### config.mk
export PLATFORM = sky130hd
export DESIGN_NAME = keypad_entry
export DESIGN_NICKNAME = d
export VERILOG_FILES = /design/src/rtl/keypad_pkg.sv /design/src/rtl/keytrig_edge.sv /design/src/rtl/keypad_entry.sv
export SDC_FILE = /design/constraint.sdc
export NUM_CORES = 1
export LEC_CHECK = 0
export CORE_ASPECT_RATIO = 2
export CORE_MARGIN = 1.5
export CORE_UTILIZATION = 51
export CTS_CLUSTER_DIAMETER = 150
export CTS_CLUSTER_SIZE = 28
export DETAILED_ROUTE_END_ITERATION = 10
export GPL_TIMING_DRIVEN = 1
export PLACE_DENSITY = 0.82
export SETUP_SLACK_MARGIN = 0.02
export SLEW_MARGIN = 20
export SYNTH_ARGS = -nofsm -noshare
export SYNTH_HDL_FRONTEND = slang
export SYNTH_SLANG_ARGS = --single-unit
### constraint.sdc
create_clock -name clk -period 3.4 [get_ports clk]
set_input_delay 0.34 -clock clk [delete_from_list [all_inputs] [get_ports clk]]
set_output_delay 0.34 -clock clk [all_outputs]
set_load 0.01 [all_outputs]
### src/rtl/keypad_pkg.sv
// Shared keypad definitions: trigger idle level, editing keycodes,
// entry-buffer state encoding and a digit-range helper.
// Imported by the scanner and by the entry consumer so both agree on UNI.
package keypad_pkg;

  // Idle level of the scanner trigger line; the active level is ~UNI.
  localparam logic UNI = 1'b0;

  // Editing keys on the 4x4 pad (digits occupy 0x0..0x9).
  localparam logic [3:0] KEY_BKSP  = 4'hD;
  localparam logic [3:0] KEY_CLEAR = 4'hE;
  localparam logic [3:0] KEY_ENTER = 4'hF;

  // Entry buffer occupancy, derived from the digit count.
  typedef enum logic [1:0] {
    ST_EMPTY = 2'd0,
    ST_ENTRY = 2'd1,
    ST_FULL  = 2'd2
  } entry_state_t;

  // Decoded meaning of a sampled key event.
  typedef enum logic [2:0] {
    K_NONE  = 3'd0,
    K_DIGIT = 3'd1,
    K_BKSP  = 3'd2,
    K_CLEAR = 3'd3,
    K_ENTER = 3'd4
  } key_kind_t;

  // True for the decimal digit keys 0..9.
  function automatic logic is_digit(input logic [3:0] code);
    return code <= 4'd9;
  endfunction

endpackage

### src/rtl/keytrig_edge.sv
// Purpose : turns the scanner's multi-cycle trigger pulse into a single-cycle event.
// Latency : combinational event in the first cycle the trigger is seen active.
// Ports   : clk, rst (sync, active-high), trig (scanner trigger), evt (event pulse).
module keytrig_edge #(
  parameter logic UNI = 1'b0
) (
  input  logic clk,
  input  logic rst,
  input  logic trig,
  output logic evt
);

  logic trig_d;

  // Reset presets the delay stage to the active level, so a key that is
  // already held when reset releases cannot produce an event; it must be
  // released and pressed again.
  always_ff @(posedge clk) begin
    if (rst) begin
      trig_d <= ~UNI;
    end else begin
      trig_d <= trig;
    end
  end

  assign evt = (trig == ~UNI) && (trig_d == UNI);

endmodule

### src/rtl/keypad_entry.sv
// Purpose : assembles keypad digits into a BCD entry buffer (backspace/clear/enter)
//           and offers the committed number downstream over valid/ready.
// Latency : every update lands on the edge that samples the key event (1 cycle).
// Backpressure: value_o/valid_o held until ready_i; a new enter overwrites an
//           unaccepted value and pulses overrun_o.
// Ports   : clk, rst (sync, active-high); keycode_i/keytrig_i from the scanner;
//           entry_o/count_o live buffer; value_o/valid_o/ready_i committed value;
//           overflow_o/overrun_o single-cycle status pulses.
module keypad_entry
  import keypad_pkg::*;
#(
  parameter int         DIGITS    = 4,
  parameter logic       UNI       = keypad_pkg::UNI,
  parameter logic [3:0] KEY_BKSP  = keypad_pkg::KEY_BKSP,
  parameter logic [3:0] KEY_CLEAR = keypad_pkg::KEY_CLEAR,
  parameter logic [3:0] KEY_ENTER = keypad_pkg::KEY_ENTER
) (
  input  logic                         clk,
  input  logic                         rst,
  input  logic [3:0]                   keycode_i,
  input  logic                         keytrig_i,
  output logic [4*DIGITS-1:0]          entry_o,
  output logic [$clog2(DIGITS+1)-1:0]  count_o,
  output logic [4*DIGITS-1:0]          value_o,
  output logic                         valid_o,
  input  logic                         ready_i,
  output logic                         overflow_o,
  output logic                         overrun_o
);

  localparam int              W        = 4 * DIGITS;
  localparam int              CW       = $clog2(DIGITS + 1);
  localparam logic [CW-1:0]   FULL_CNT = CW'(DIGITS);

  // --------------------------------------------------------------------------
  // Key event detection and decode
  // --------------------------------------------------------------------------
  logic evt;

  keytrig_edge #(
    .UNI (UNI)
  ) u_edge (
    .clk  (clk),
    .rst  (rst),
    .trig (keytrig_i),
    .evt  (evt)
  );

  key_kind_t kind;

  // keycode_i is only looked at in the event cycle; 0xA..0xC fall to K_NONE.
  always_comb begin
    kind = K_NONE;
    if (evt) begin
      if (is_digit(keycode_i)) begin
        kind = K_DIGIT;
      end else if (keycode_i == KEY_BKSP) begin
        kind = K_BKSP;
      end else if (keycode_i == KEY_CLEAR) begin
        kind = K_CLEAR;
      end else if (keycode_i == KEY_ENTER) begin
        kind = K_ENTER;
      end
    end
  end

  // --------------------------------------------------------------------------
  // Entry FSM: occupancy state tracked alongside count, feeds full/empty
  // --------------------------------------------------------------------------
  entry_state_t state;
  entry_state_t state_nxt;
  logic         full;
  logic         empty;
  logic [CW-1:0] count_nxt;

  always_ff @(posedge clk) begin
    if (rst) begin
      state <= ST_EMPTY;
    end else begin
      state <= state_nxt;
    end
  end

  // The next state follows the next count, which covers EMPTY->FULL
  // directly when the buffer holds a single digit.
  always_comb begin
    if (count_nxt == '0) begin
      state_nxt = ST_EMPTY;
    end else if (count_nxt == FULL_CNT) begin
      state_nxt = ST_FULL;
    end else begin
      state_nxt = ST_ENTRY;
    end
  end

  always_comb begin
    full  = (state == ST_FULL);
    empty = (state == ST_EMPTY);
  end

  // --------------------------------------------------------------------------
  // Buffer, committed value and handshake
  // --------------------------------------------------------------------------
  logic [W-1:0] entry_nxt;
  logic [W-1:0] value_nxt;
  logic [W-1:0] code_ext;
  logic         load;
  logic         xfer;
  logic         valid_nxt;
  logic         overflow_nxt;
  logic         overrun_nxt;

  always_comb begin
    code_ext      = '0;
    code_ext[3:0] = keycode_i;

    entry_nxt    = entry_o;
    count_nxt    = count_o;
    value_nxt    = value_o;
    load         = 1'b0;
    overflow_nxt = 1'b0;

    case (kind)
      K_DIGIT: begin
        if (!full) begin
          // Newest digit enters at the bottom nibble; zero-filled shift.
          entry_nxt = (entry_o << 4) | code_ext;
          count_nxt = count_o + 1'b1;
        end else begin
          overflow_nxt = 1'b1;
        end
      end
      K_BKSP: begin
        if (!empty) begin
          entry_nxt = entry_o >> 4;
          count_nxt = count_o - 1'b1;
        end
      end
      K_CLEAR: begin
        entry_nxt = '0;
        count_nxt = '0;
      end
      K_ENTER: begin
        if (!empty) begin
          value_nxt = entry_o;
          load      = 1'b1;
          entry_nxt = '0;
          count_nxt = '0;
        end
      end
      default: begin
      end
    endcase

    // A transfer on the same edge as a load retires the old value and the
    // new one takes its place, so valid stays high with no overrun.
    xfer        = valid_o & ready_i;
    valid_nxt   = load | (valid_o & ~xfer);
    overrun_nxt = load & valid_o & ~ready_i;
  end

  always_ff @(posedge clk) begin
    if (rst) begin
      entry_o    <= '0;
      count_o    <= '0;
      value_o    <= '0;
      valid_o    <= 1'b0;
      overflow_o <= 1'b0;
      overrun_o  <= 1'b0;
    end else begin
      entry_o    <= entry_nxt;
      count_o    <= count_nxt;
      value_o    <= value_nxt;
      valid_o    <= valid_nxt;
      overflow_o <= overflow_nxt;
      overrun_o  <= overrun_nxt;
    end
  end

endmodule

# == Word-level counts from Yosys, hierarchy flattened ==
# Index checks and enable logic that the tools add are counted.
# op_classes
add_sub_neg,2
magnitude_cmp,1
eq_ne,12
mux,17
bitwise_logic,11
reduce_logical,8
# op_table
op,n
$pmux W16 S4,1
$mux W16,3
$mux W3,8
$or A16 B4 Y16,1
$eq A4 B4 Y1 const B,3
$pmux W3 S4,1
$eq A3 B2 Y1 const B,2
$eq A3 B3 Y1 const B,2
$ne A2 B2 Y1 const B,3
$not A1 Y1,5
$and A1 B1 Y1,4
$le A4 B4 Y1 const B,1
$reduce_and A4 Y1,1
$reduce_bool A4 Y1,1
$reduce_or A2 Y1,2
$add A3 B1 Y3 const B,1
$eq A3 B1 Y1 const B,1
$logic_not A3 Y1,1
$mux W1,3
$sub A3 B1 Y3 const B,1
$eq A2 B2 Y1 const B,1
$logic_not A2 Y1,1
$mux W2,1
$reduce_and A2 Y1,1
2 further kinds,2
# word_totals
register_bits,41
input_bits,8
output_inout_bits,38
elab_cells,59

# == Longest topological paths before layout ==
# Gate-level depths: netlist (run 1).
# depth
ltp_word,10
ltp_mapped,8
mapped_depth_nobuf,8

# == Modules after synthesis ==
# A second synthesis (run 1) with hierarchy kept.
# unflattened
cells_unflattened,213
area_unflattened_um2,1861.8
# by_module_without_submodules
module,n_inst,cells_each,area_each_um2,seq_area_each_um2
keypad_entry,1,210,1829.3,800.8
keytrig_edge,1,3,32.5,20.0

# == Worst setup path after synthesis (run 1) ==
# No wires, ideal clock.
# synth_timing
path_type,in2reg
start,in keycode_i[2]
end,reg entry_o[0]
setup_ns,0.132
arrival_time_ns,1.463
required_ns,3.268
path_slack_ns,1.805
stages,8
path_buffers,3
cell_sequence,and4b_1 -> buf_4 -> a32oi_1 -> o2bb2ai_2 -> buf_6 -> buf_6 -> a221oi_1 -> nor3_1
# synth_via
elab_chain_len,9
word_cells_on_any_way,19
cone_classes,order compare: 1; eq/ne: 10; mux: 6; reduce/logical: 2
# synth_rtl
element,line_no,text
"start, declared",keypad_entry.sv:20,"input logic [3:0] keycode_i,"
$eq A4 B4 Y1,keypad_entry.sv:61,end else if (keycode_i == KEY_ENTER) begin
$mux W3,keypad_entry.sv:61,
$mux W3,keypad_entry.sv:59,end else if (keycode_i == KEY_CLEAR) begin
$mux W3,keypad_entry.sv:57,end else if (keycode_i == KEY_BKSP) begin
$mux W3 *,keypad_entry.sv:55,if (is_digit(keycode_i)) begin
$mux W3 *,keypad_entry.sv:54,if (evt) begin
"$eq A3 B3 Y1, or another cell as far along",keypad_entry.sv:123,case (kind)
$reduce_bool A4 Y1 (no source line) / $ne A2 B2 Y1 (equally long branches),-,
$reduce_and A4 Y1 (no source line),-,
"end signal, assigned",keypad_entry.sv:171,entry_o <= entry_nxt;
"end, declared",keypad_entry.sv:22,"output logic [4*DIGITS-1:0] entry_o,"
# Every way passes the cells marked *; elsewhere a longest branch is shown, timed or not.
# A chain may end at the register's enable or synchronous reset.

# == Worst setup path in the final report (run 1) ==
# layout_timing
start,in keycode_i[1]
end,reg state[1]
# layout_via
elab_chain_len,10
word_cells_on_any_way,18
cone_classes,order compare: 1; eq/ne: 8; mux: 7; reduce/logical: 2
# layout_rtl
element,line_no,text
$eq A4 B4 Y1,keypad_entry.sv:61,
$mux W3,keypad_entry.sv:61,
$mux W3,keypad_entry.sv:59,
$mux W3,keypad_entry.sv:57,
$mux W3 *,keypad_entry.sv:55,
$mux W3 *,keypad_entry.sv:54,
"$eq A3 B3 Y1, or another cell as far along",keypad_entry.sv:123,
$pmux W3 S4 *,keypad_entry.sv:123,
$eq A3 B3 Y1 / $logic_not A3 Y1 (equally long branches),"keypad_entry.sv:89, keypad_entry.sv:87",
$mux W2 / $reduce_or A2 Y1 (equally long branches),-,
"end signal, assigned",keypad_entry.sv:80,state <= state_nxt;
"end, declared",keypad_entry.sv:70,entry_state_t state;
# Marks and branches as above.

==> results of run 1 <==
-- final timing paths --
kind	from	to	slack, ns	cells after the start
hold / removal	valid_o	overrun_o	0.49	2
hold reg to reg	valid_o	overrun_o	0.49	2
setup reg to reg	u_edge.trig_d	state[1]	1.17	5
setup / recovery	keycode_i[1]	state[1]	0.88	6
-- worst register-to-register path, cell delays in order, from the launching register on --
cell	delay, ns
sky130_fd_sc_hd__dfxtp_1	0.32
sky130_fd_sc_hd__and4b_1	0.38
sky130_fd_sc_hd__a32oi_1	0.10
sky130_fd_sc_hd__o2bb2ai_2	0.88
sky130_fd_sc_hd__a22oi_2	0.23
sky130_fd_sc_hd__and3_1	0.23
-- metrics by stage --
step / instances / cell area (um2)
3_3_place_gp: 247 / 2180
5_1_grt: 254 / 2280
3_5_place_dp: 247 / 2180
6_report: 254 / 2280
2_1_floorplan: 181 / 1760
4_1_cts: 254 / 2280
-- cell families after synthesis --
kind of cell | Yosys count | share of synthesized area [%]
flip-flops | 41 | 46.7
AND/OR/NAND/NOR | 69 | 20.6
XOR/XNOR | 1 | 0.498
adder cells (fa/ha/maj) | 3 | 2.13
multiplexers | 17 | 9.67
AO/OA/AOI/OAI | 32 | 14.3
buffers and inverters | 18 | 6.12
-- cell usage in the layout, fill, tap and decap left out, drive strengths merged, types with 3 or more instances in the layout --
| cell | n |
|---|---|
| a221oi | 13 |
| inv | 4 |
| or3b | 4 |
| clkdlybuf4s50 | 45 |
| dfxtp | 41 |
| clkbuf | 5 |
| ha | 3 |
| o21ai | 5 |
| nor2b | 14 |
| nor2 | 19 |
| nor3 | 14 |
| mux2i | 17 |
| buf | 3 |
| a21oi | 6 |
| nand2 | 8 |
-- power by group --
group / internal [mW] / switching (mW) / total [mW]
clock: 0.213 / 0.157 / 0.370
combinational: 0.0391 / 0.0389 / 0.0781
sequential: 0.490 / 0.0137 / 0.504
-- cell usage after synthesis, drive strengths merged --
cell / instances
a211oi: 1
a21oi: 6
a221oi: 13
a22oi: 1
a31oi: 2
a32oi: 1
and3: 2
and3b: 1
and4b: 1
buf: 9
clkbuf: 5
dfxtp: 41
ha: 3
inv: 4
mux2i: 17
nand2: 8
nand2b: 2
nand4: 2
nor2: 19
nor2b: 14
nor3: 14
o21a: 1
o21ai: 5
o22a: 1
o2bb2ai: 1
or2: 2
or3b: 4
xor2: 1
-- final cells by class --
class	count	area [um2]	area share, %
sequential	41	821	35.9
clock buffer	5	68.8	3.01
clock inverter	2	35.0	1.53
multi-input combinational	122	831	36.4
timing repair buffer	48	473	20.7
tap	32	40.0	1.75
inverter	4	15.0	0.658
-- registers in the layout, summed over array words and instances (netlist names) --
name / flops
entry_o: 16
valid_o: 1
value_o: 16
count_o: 3
state: 2
u_edge.trig_d: 1
overrun_o: 1
overflow_o: 1
-- layer usage --
metal / vias to the layer above / GRT usage [%] / part of all wire, %
met4: 0 / 11.8 / 2.9
met3: 10 / 4.21 / 3.9
met1: 707 / 25.9 / 39
met2: 47 / 39.7 / 55
li1: 730 / - / -
met5: - / 0 / 0
==> metrics, run 1 <==
Core Util, Final 68.4%; fraction of final layout cells sized beyond drive strength 1 7.21%; overall routing resource usage 23.1%; WP data arrival 2.70 ns; Iter 0 DRT Violations 43; YS warnings 0; DP Wirelength 3000 um; transition at the pin with the smallest max-transition slack 1.10 ns; number of global-route vias before repair 1413; type of the most critical hold path reg2reg; total congestion overflow after global routing 0; average vias per placed instance 5.88; final antenna-violating net count 0; cell count after synthesis 181; worst-case setup slack after placement 0.657 ns; global placer's final weighted congestion 0.838; Final Max Slew Viols 0; Chip Width 44.5 um; proportion of netlist area held by the largest area contributor 46.7%; main area contributors after synthesis sky130_fd_sc_hd__dfxtp_1 (47%), sky130_fd_sc_hd__mux2i_1 (9.7%), sky130_fd_sc_hd__a221oi_1 (6.0%), sky130_fd_sc_hd__nor2b_1 (5.0%), sky130_fd_sc_hd__nor2_1 (4.1%); post-synthesis instance area 0.00176 mm2; number of clock buffers inserted by TritonCTS 5; TritonCTS clock tree built; floorplan die height 86.1 um; wire per inst 16.4 um; worst setup margin 0.881 ns; Critical-path top delay cell sky130_fd_sc_hd__o2bb2ai_2; result of the run finished with violations; clk_lat worst skew 0.29 ns; DRT Pass-1 Iters 7; share of the yosys chip area belonging to registers 46.7%; Final Setup Violations 0; count of nets after finishing 233; critical path startpoint category input port; longest individual stage delay on the worst path 0.88 ns; headroom to the max-slew limit 26.3%; CTS H-tree depth 2; max_cap viols 0; category of cells accounting for the largest share of critical-path delay compound AO/OA/AOI/OAI gates; failing checks design-rule violations; filler instances 275; clock period minus final worst setup slack 2.52 ns; sum of buffers and inverters on the critical path 1; initial antenna violation count 0; vias 1494; Final Skew 0.00903 ns; final period utilization 74.1%; std cell rows 30; core area 0.00334 mm2; top-level port count 46; Sum Neg Setup Slack 0 ns; Distinct cells, synth 33; final WL 4160 um; endpoint kind of the worst setup timing path register; power density over the cells 417 mW/mm2; Hold Vio Cnt, Final 0; worst IR drop on VDD 487 uV; number of buffers between clock root and the deepest sink 2; starting density of the core 52.7%; unrepaired setup endpoints after global routing no; clock edge transition at the registers on the reported setup and hold paths 0.08 ns; antenna diode count 0; Post-Syn Area per Cell 9.72 um2; leakage power 0.957 nW; Layout Area Growth over Synthesis 29.8%; critical path required time 3.58 ns; number of clock sinks seen by CTS 41; total of flip-flops plus latches after synthesis 41; quantity of I/O buffers inserted on ports 45; global-route wire length before repair 6710 um; Final Hold Slack 0.489 ns; chain of cells forming the critical path clkdlybuf4s50_1 > o21ai_1 > a32oi_1 > o2bb2ai_2 > a22oi_2 > and3_1; remaining routing DRC violations 1; Die Area 0.00383 mm2; CTS Root Buffer Type sky130_fd_sc_hd__clkbuf_8; post-route total power 952 uW; type of the setup path with the least slack in2reg; number of nets produced by synthesis 192; number of post-CTS setup repair buffers 0; maximum frequency from static timing analysis 397 MHz; CTS hold repair buffers 0; top fanout value on the critical path 33; count of instances resized after the clock tree is built 0; largest net degree at the start of global routing 34; leading area contributor after synthesis sky130_fd_sc_hd__dfxtp_1
(Power assumes the default switching activity.)
==> inputs of run 2 (changes only) <==
CORE_UTILIZATION = 48   (was 51)
PLACE_DENSITY = 0.78   (was 0.82)
clock period = 2.45 ns   (was 3.4 ns; I/O delays follow)
==> run 2 against run 1 <==
  * The run now ends clean
  * Design area rose by 2.5%
  * Global-route usage down 1.0 points
  * Combinational power up 41%
  * Sequential power increased by 39%
  * Clock power up 49%
  * Non-clock buffer count is 3 higher
  * Critical endpoint unchanged
  * Highest routed layer unchanged
==> metrics, run 2 (synthesis results as in run 1) <==
Die Area 0.00406 mm2 (was 0.00383 mm2); chain of cells forming the critical path clkdlybuf4s50_1 > and4b_1 > o21a_1 > mux2i_1 > a211oi_1 > and3_1 (was clkdlybuf4s50_1 > o21ai_1 > a32oi_1 > o2bb2ai_2 > a22oi_2 > and3_1); count of instances resized after the clock tree is built 0 (unchanged); critical path startpoint category input port (unchanged); clk_lat worst skew 0.29 ns (about the same); final WL 4180 um (was 4160 um); CTS hold repair buffers 0 (unchanged); maximum frequency from static timing analysis 524 MHz; quantity of I/O buffers inserted on ports 45 (unchanged); top fanout value on the critical path 7 (was 33); max_cap viols 0 (unchanged); starting density of the core 49.3% (was 52.7%); overall routing resource usage 22.1% (was 23.1%); number of clock buffers inserted by TritonCTS 5 (unchanged); Layout Area Growth over Synthesis 33.0% (was 29.8%); placed cells 267 (was 247); critical path required time 2.69 ns (was 3.58 ns); transition at the pin with the smallest max-transition slack 0.408 ns (was 1.10 ns); count of nets after finishing 236 (was 233); headroom to the max-slew limit 72.8% (was 26.3%); Iter 0 DRT Violations 17 (was 43); average vias per placed instance 5.58 (was 5.88); longest individual stage delay on the worst path 0.50 ns (was 0.88 ns); cell depth of the worst setup path 6 (unchanged); Final Setup Violations 0 (unchanged); Critical-path top delay cell sky130_fd_sc_hd__clkdlybuf4s50_1 (was sky130_fd_sc_hd__o2bb2ai_2); Final Max Slew Viols 0 (unchanged); vias 1535 (was 1494); count of placed standard cells in the final layout, fillers left out 275 (was 254); core area 0.00357 mm2 (was 0.00334 mm2); number of clock sinks seen by CTS 41 (unchanged); sum of buffers and inverters on the critical path 1 (unchanged); result of the run finished, final reports clean (was finished with violations); clock period minus final worst setup slack 1.91 ns; antenna diode count 0 (unchanged); worst IR drop on VDD 679 uV (was 487 uV); leakage power 0.976 nW (was 0.957 nW); met2 track demand over resource 37.4% (was 39.7%); Sum Neg Setup Slack 0 ns (unchanged); grt met3 use 4.29% (was 4.21%); Clk pwr share 40.5% (was 38.9%); part of the total power dissipated in combinational logic 8.1% (was 8.2%); type of the setup path with the least slack in2reg (unchanged); CTS Root Buffer Type sky130_fd_sc_hd__clkbuf_8 (unchanged); most common cell after layout, fill and taps aside sky130_fd_sc_hd__clkdlybuf4s50_1 (unchanged); power density over the cells 582 mW/mm2 (was 417 mW/mm2); std cell rows 31 (was 30); number of buffers between clock root and the deepest sink 2 (unchanged); largest net degree at the start of global routing 41 (was 34); global placer's final weighted congestion 0.857 (was 0.838); top-level port count 46 (unchanged); remaining routing DRC violations 0 (was 1); TritonCTS clock tree built (unchanged); final period utilization 77.9%; endpoint kind of the worst setup timing path register (unchanged); global-route wire length before repair 6570 um (was 6710 um); final antenna-violating net count 0 (unchanged); wire per inst 15.2 um (was 16.4 um); number of post-CTS setup repair buffers 0 (unchanged); filler instances 328 (was 275); switching portion of total power 21.5% (was 22.0%); Worst Reg-to-Reg Cells 7 (was 5); Hold Vio Cnt, Final 0 (unchanged); Cell Int Power 1.07 mW (was 742 uW); unrepaired setup endpoints after global routing no (unchanged); CTS H-tree depth 2 (unchanged); largest registers entry_o (16), value_o (16), count_o (3) (unchanged); Chip Width 45.8 um (was 44.5 um); floorplan die height 88.6 um (was 86.1 um); DP Wirelength 2940 um (was 3000 um); type of the most critical hold path reg2reg (unchanged); highest-count cells in the layout ignoring fill and taps sky130_fd_sc_hd__clkdlybuf4s50_1 (45), sky130_fd_sc_hd__dfxtp_1 (41), sky130_fd_sc_hd__nor2_1 (19), sky130_fd_sc_hd__mux2i_1 (17) (unchanged); fraction of final layout cells sized beyond drive strength 1 8.41% (was 7.21%); number of global-route vias before repair 1442 (was 1413); WP data arrival 2.14 ns (was 2.70 ns); met1 demand-to-capacity share in global routing 24.2% (was 25.9%); initial antenna violation count 0 (unchanged); switching power of the nets 293 uW (was 209 uW); total congestion overflow after global routing 0 (unchanged); Final Skew 0.00291 ns (was 0.00903 ns); sequential cell fraction of total power 51.4% (was 52.9%); layer with the highest usage after global routing met2 (unchanged); clock edge transition at the registers on the reported setup and hold paths 0.07 ns (was 0.08 ns); category of cells accounting for the largest share of critical-path delay compound AO/OA/AOI/OAI gates (unchanged); count of cells along the worst hold path 2 (unchanged); DRT Pass-1 Iters 4 (was 7)
==> run 2: cell count changes in the layout (fill, tap and decap cells not counted), sizes merged <==
cell    previous run  this run
buf                3         6
clkbuf             5         7
clkinv             1         0
==> run 2: worst reg2reg max path: cells and delay by family, from the launching register on <==
kind | cells | cell delay, ns
DFF | 1 | 0.43
adders and majority gates | 1 | 0.27
AOI/OAI and AO/OA | 2 | 0.40
buffers and inverters | 1 | 0.06
and+or+nand+nor | 3 | 0.61
==> run 2: final cells by class <==
cell class | count | area (um2) | area share [%]
timing repair buffer | 51 | 495 | 21.2
inverter | 4 | 15.0 | 0.642
tap | 49 | 61.3 | 2.62
sequential | 41 | 821 | 35.1
multi-input combinational | 122 | 831 | 35.5
clock inverter | 1 | 30.0 | 1.28
clock buffer | 7 | 86.3 | 3.69
==> run 2: worst paths after layout <==
path                to  slack [ns]         start
max           state[1]        0.54  keycode_i[3]
min          overrun_o        0.48       valid_o
max reg2reg   state[1]        0.63      state[1]
min reg2reg  overrun_o        0.48       valid_o
==> run 2: routing by layer <==
| metal | vias to the layer above | wire [um] |
|---|---|---|
| li1 | 733 | - |
| met1 | 755 | 1600 |
| met2 | 36 | 2290 |
| met3 | 11 | 149 |
| met4 | 0 | 131 |
| met5 | - | 0 |
==> run 2: per-stage QoR <==
stage	instance area (um2)	worst slack, ns	hold WS [ns]	util, %	total power [mW]
3_5_place_dp	2220	0.272	0.472	62.3	0.824
2_1_floorplan	1760	0.895	0.315	-	0.771
5_1_grt	2340	0.411	0.518	65.6	1.40
4_1_cts	2340	0.570	0.482	65.6	1.37
6_report	2340	0.541	0.480	65.6	1.36
3_3_place_gp	2220	0.358	0.462	62.3	0.820
==> run 2: power groups by stage <==
stage | registers, mW | clock network [mW] | logic (mW)
after global placement | 0.714 | 0 | 0.106
after global routing | 0.701 | 0.581 | 0.120
after floorplan | 0.714 | 0 | 0.0577
final | 0.699 | 0.552 | 0.110
after detailed placement | 0.714 | 0 | 0.110
after CTS | 0.699 | 0.562 | 0.111
==> inputs of run 3 (changes only) <==
clock period = 1.8 ns   (was 2.45 ns; I/O delays follow)
==> run 3 against run 2 <==
  * Die area did not move
  * Register-to-register slack got worse by 0.50 ns
  * Worst hold slack improved by 0.015 ns
  * Total power rose by 25%
  * Utilization rose by 2.6 points
  * Design area rose by 3.9%
  * Global-route usage rose by 1.6 points
  * Highest routed layer unchanged
==> metrics, run 3 (synthesis results as in run 1) <==
TritonCTS clock tree built (unchanged); final period utilization 93.6%; core area 0.00357 mm2 (unchanged); headroom to the max-slew limit 81.8% (was 72.8%); number of global-route vias before repair 1590 (was 1442); final antenna-violating net count 0 (unchanged); most common cell after layout, fill and taps aside sky130_fd_sc_hd__clkdlybuf4s50_1 (unchanged); transition at the pin with the smallest max-transition slack 0.271 ns (was 0.408 ns); average vias per placed instance 5.63 (was 5.58); number of clock sinks seen by CTS 41 (unchanged); top-level port count 46 (unchanged); WP data arrival 1.91 ns (was 2.14 ns); top fanout value on the critical path 17 (was 7); largest registers entry_o (16), value_o (16), count_o (3) (unchanged); unrepaired setup endpoints after global routing no (unchanged); critical path required time 2.02 ns (was 2.69 ns); DP Wirelength 3280 um (was 2940 um); Chip Width 45.8 um (unchanged); global placer's final weighted congestion 0.863 (was 0.857); placed cells 280 (was 267); Final Setup Violations 0 (unchanged); CTS H-tree depth 2 (unchanged); quantity of I/O buffers inserted on ports 45 (unchanged); type of the setup path with the least slack in2reg (unchanged); final WL 4490 um (was 4180 um); antenna diode count 0 (unchanged); Final Max Slew Viols 0 (unchanged); CTS hold repair buffers 0 (unchanged); CTS Root Buffer Type sky130_fd_sc_hd__clkbuf_8 (unchanged); leakage power 1.03 nW (was 0.976 nW); Layout Area Growth over Synthesis 38.2% (was 33.0%); number of clock buffers inserted by TritonCTS 5 (unchanged); worst reg2reg path startpoint u_edge.trig_d (was state[1]); remaining routing DRC violations 0 (unchanged); Storage cell area 822 um2 (was 821 um2); Worst Reg-to-Reg Cells 6 (was 7); count of placed standard cells in the final layout, fillers left out 288 (was 275); clock period minus final worst setup slack 1.68 ns; fraction of final layout cells sized beyond drive strength 1 15.1% (was 8.41%); Worst R2R End entry_o[12] (was state[1]); critical path startpoint category input port (unchanged); vias 1621 (was 1535); type of the most critical hold path reg2reg (unchanged); wire per inst 15.6 um (was 15.2 um); global-route wire length before repair 6980 um (was 6570 um); number of buffers between clock root and the deepest sink 2 (unchanged); total congestion overflow after global routing 0 (unchanged); count of nets after finishing 249 (was 236); power density over the cells 699 mW/mm2 (was 582 mW/mm2); std cell rows 31 (unchanged); Die Area 0.00406 mm2 (unchanged); Iter 0 DRT Violations 43 (was 17); worst IR drop on VDD 650 uV (was 679 uV); setup slack of the worst register-to-register path 0.13 ns (was 0.63 ns); count of cells along the worst hold path 2 (unchanged); clk_lat worst skew 0.29 ns (about the same); overall routing resource usage 23.7% (was 22.1%); initial antenna violation count 0 (unchanged); Sum Neg Setup Slack 0 ns (unchanged); endpoint kind of the worst setup timing path register (unchanged); hold path start valid_o (unchanged); Hold Vio Cnt, Final 0 (unchanged); max_cap viols 0 (unchanged); starting density of the core 49.3% (unchanged); Min-Delay Endpoint overrun_o (unchanged); result of the run finished, final reports clean (unchanged); filler instances 304 (was 328); DRT Pass-1 Iters 4 (unchanged); largest net degree at the start of global routing 23 (was 41); maximum frequency from static timing analysis 594 MHz; floorplan die height 88.6 um (unchanged); combined area of the multi-input logic cells 845 um2 (was 831 um2); clock edge transition at the registers on the reported setup and hold paths 0.07 ns (about the same); Final Skew 0.00490 ns (was 0.00291 ns); highest-count cells in the layout ignoring fill and taps sky130_fd_sc_hd__clkdlybuf4s50_1 (45), sky130_fd_sc_hd__dfxtp_1 (40), sky130_fd_sc_hd__nor2_1 (19), sky130_fd_sc_hd__buf_4 (18), sky130_fd_sc_hd__mux2i_1 (17) (was sky130_fd_sc_hd__clkdlybuf4s50_1 (45), sky130_fd_sc_hd__dfxtp_1 (41), sky130_fd_sc_hd__nor2_1 (19), sky130_fd_sc_hd__mux2i_1 (17))
-- run 3: cell count changes in the layout (fill, tap and decap cells not counted), sizes merged --
cell	change
buf	+13
clkinv	+2
bufinv	-1
clkbuf	-1
-- run 3: final cells by class --
class                      count  share of cell area, %
timing repair buffer          64                   24.9
multi-input combinational    122                   34.7
clock inverter                 2                  0.412
clock buffer                   6                   2.99
tap                           49                   2.52
sequential                    41                   33.8
inverter                       4                  0.618
-- run 3: what timing repair did --
action,in CTS,in global routing
resized for setup,0,5
endpoints found under the setup margin,0,7
buffers inserted,0,0
-- run 3: stage by stage --
stage	instance area, um2	util [%]	power (mW)	hold WS (ns)	worst slack [ns]
floorplan	1760	-	1.05	0.250	0.245
global placement	2330	65.4	1.13	0.461	-0.119
detailed placement	2330	65.4	1.14	0.487	-0.227
CTS	2420	67.7	1.71	0.498	0.0486
global route	2430	68.1	1.76	0.521	0.0234
finish	2430	68.1	1.70	0.495	0.116
-- run 3: per-layer routing --
metal | vias to the layer above | GRT usage, % | routed length, um
met5 | - | 0 | 0
met4 | 0 | 17.7 | 218
met3 | 23 | 4.69 | 172
met2 | 51 | 39.1 | 2460
met1 | 789 | 25.2 | 1640
li1 | 758 | - | -
-- run 3: critical path, cell delays in order --
cell and delay (ns):
sky130_fd_sc_hd__clkdlybuf4s50_1 0.51, sky130_fd_sc_hd__and4b_2 0.32, sky130_fd_sc_hd__o21ai_2 0.09, sky130_fd_sc_hd__o2bb2ai_2 0.15, sky130_fd_sc_hd__buf_12 0.16, sky130_fd_sc_hd__or3b_1 0.34
sky130_fd_sc_hd__a21oi_1 0.15
-- run 3: how the worst max path moves through the flow --
stage                             start          end  slack, ns
after floorplan           u_edge.trig_d   entry_o[0]       0.24
after global placement     keycode_i[2]  entry_o[15]      -0.12
after detailed placement   keycode_i[2]  entry_o[12]      -0.23
after CTS                      state[0]     state[1]       0.05
after global routing       keycode_i[2]  entry_o[14]       0.02
final                      keycode_i[2]  entry_o[12]       0.12
-- run 3: power breakdown --
| part | switching (mW) | leakage [nW] | internal, mW |
|---|---|---|---|
| Combinational | 0.0789 | 0.657 | 0.0909 |
| Clock | 0.309 | 0.0450 | 0.269 |
| Sequential | 0.0264 | 0.332 | 0.926 |
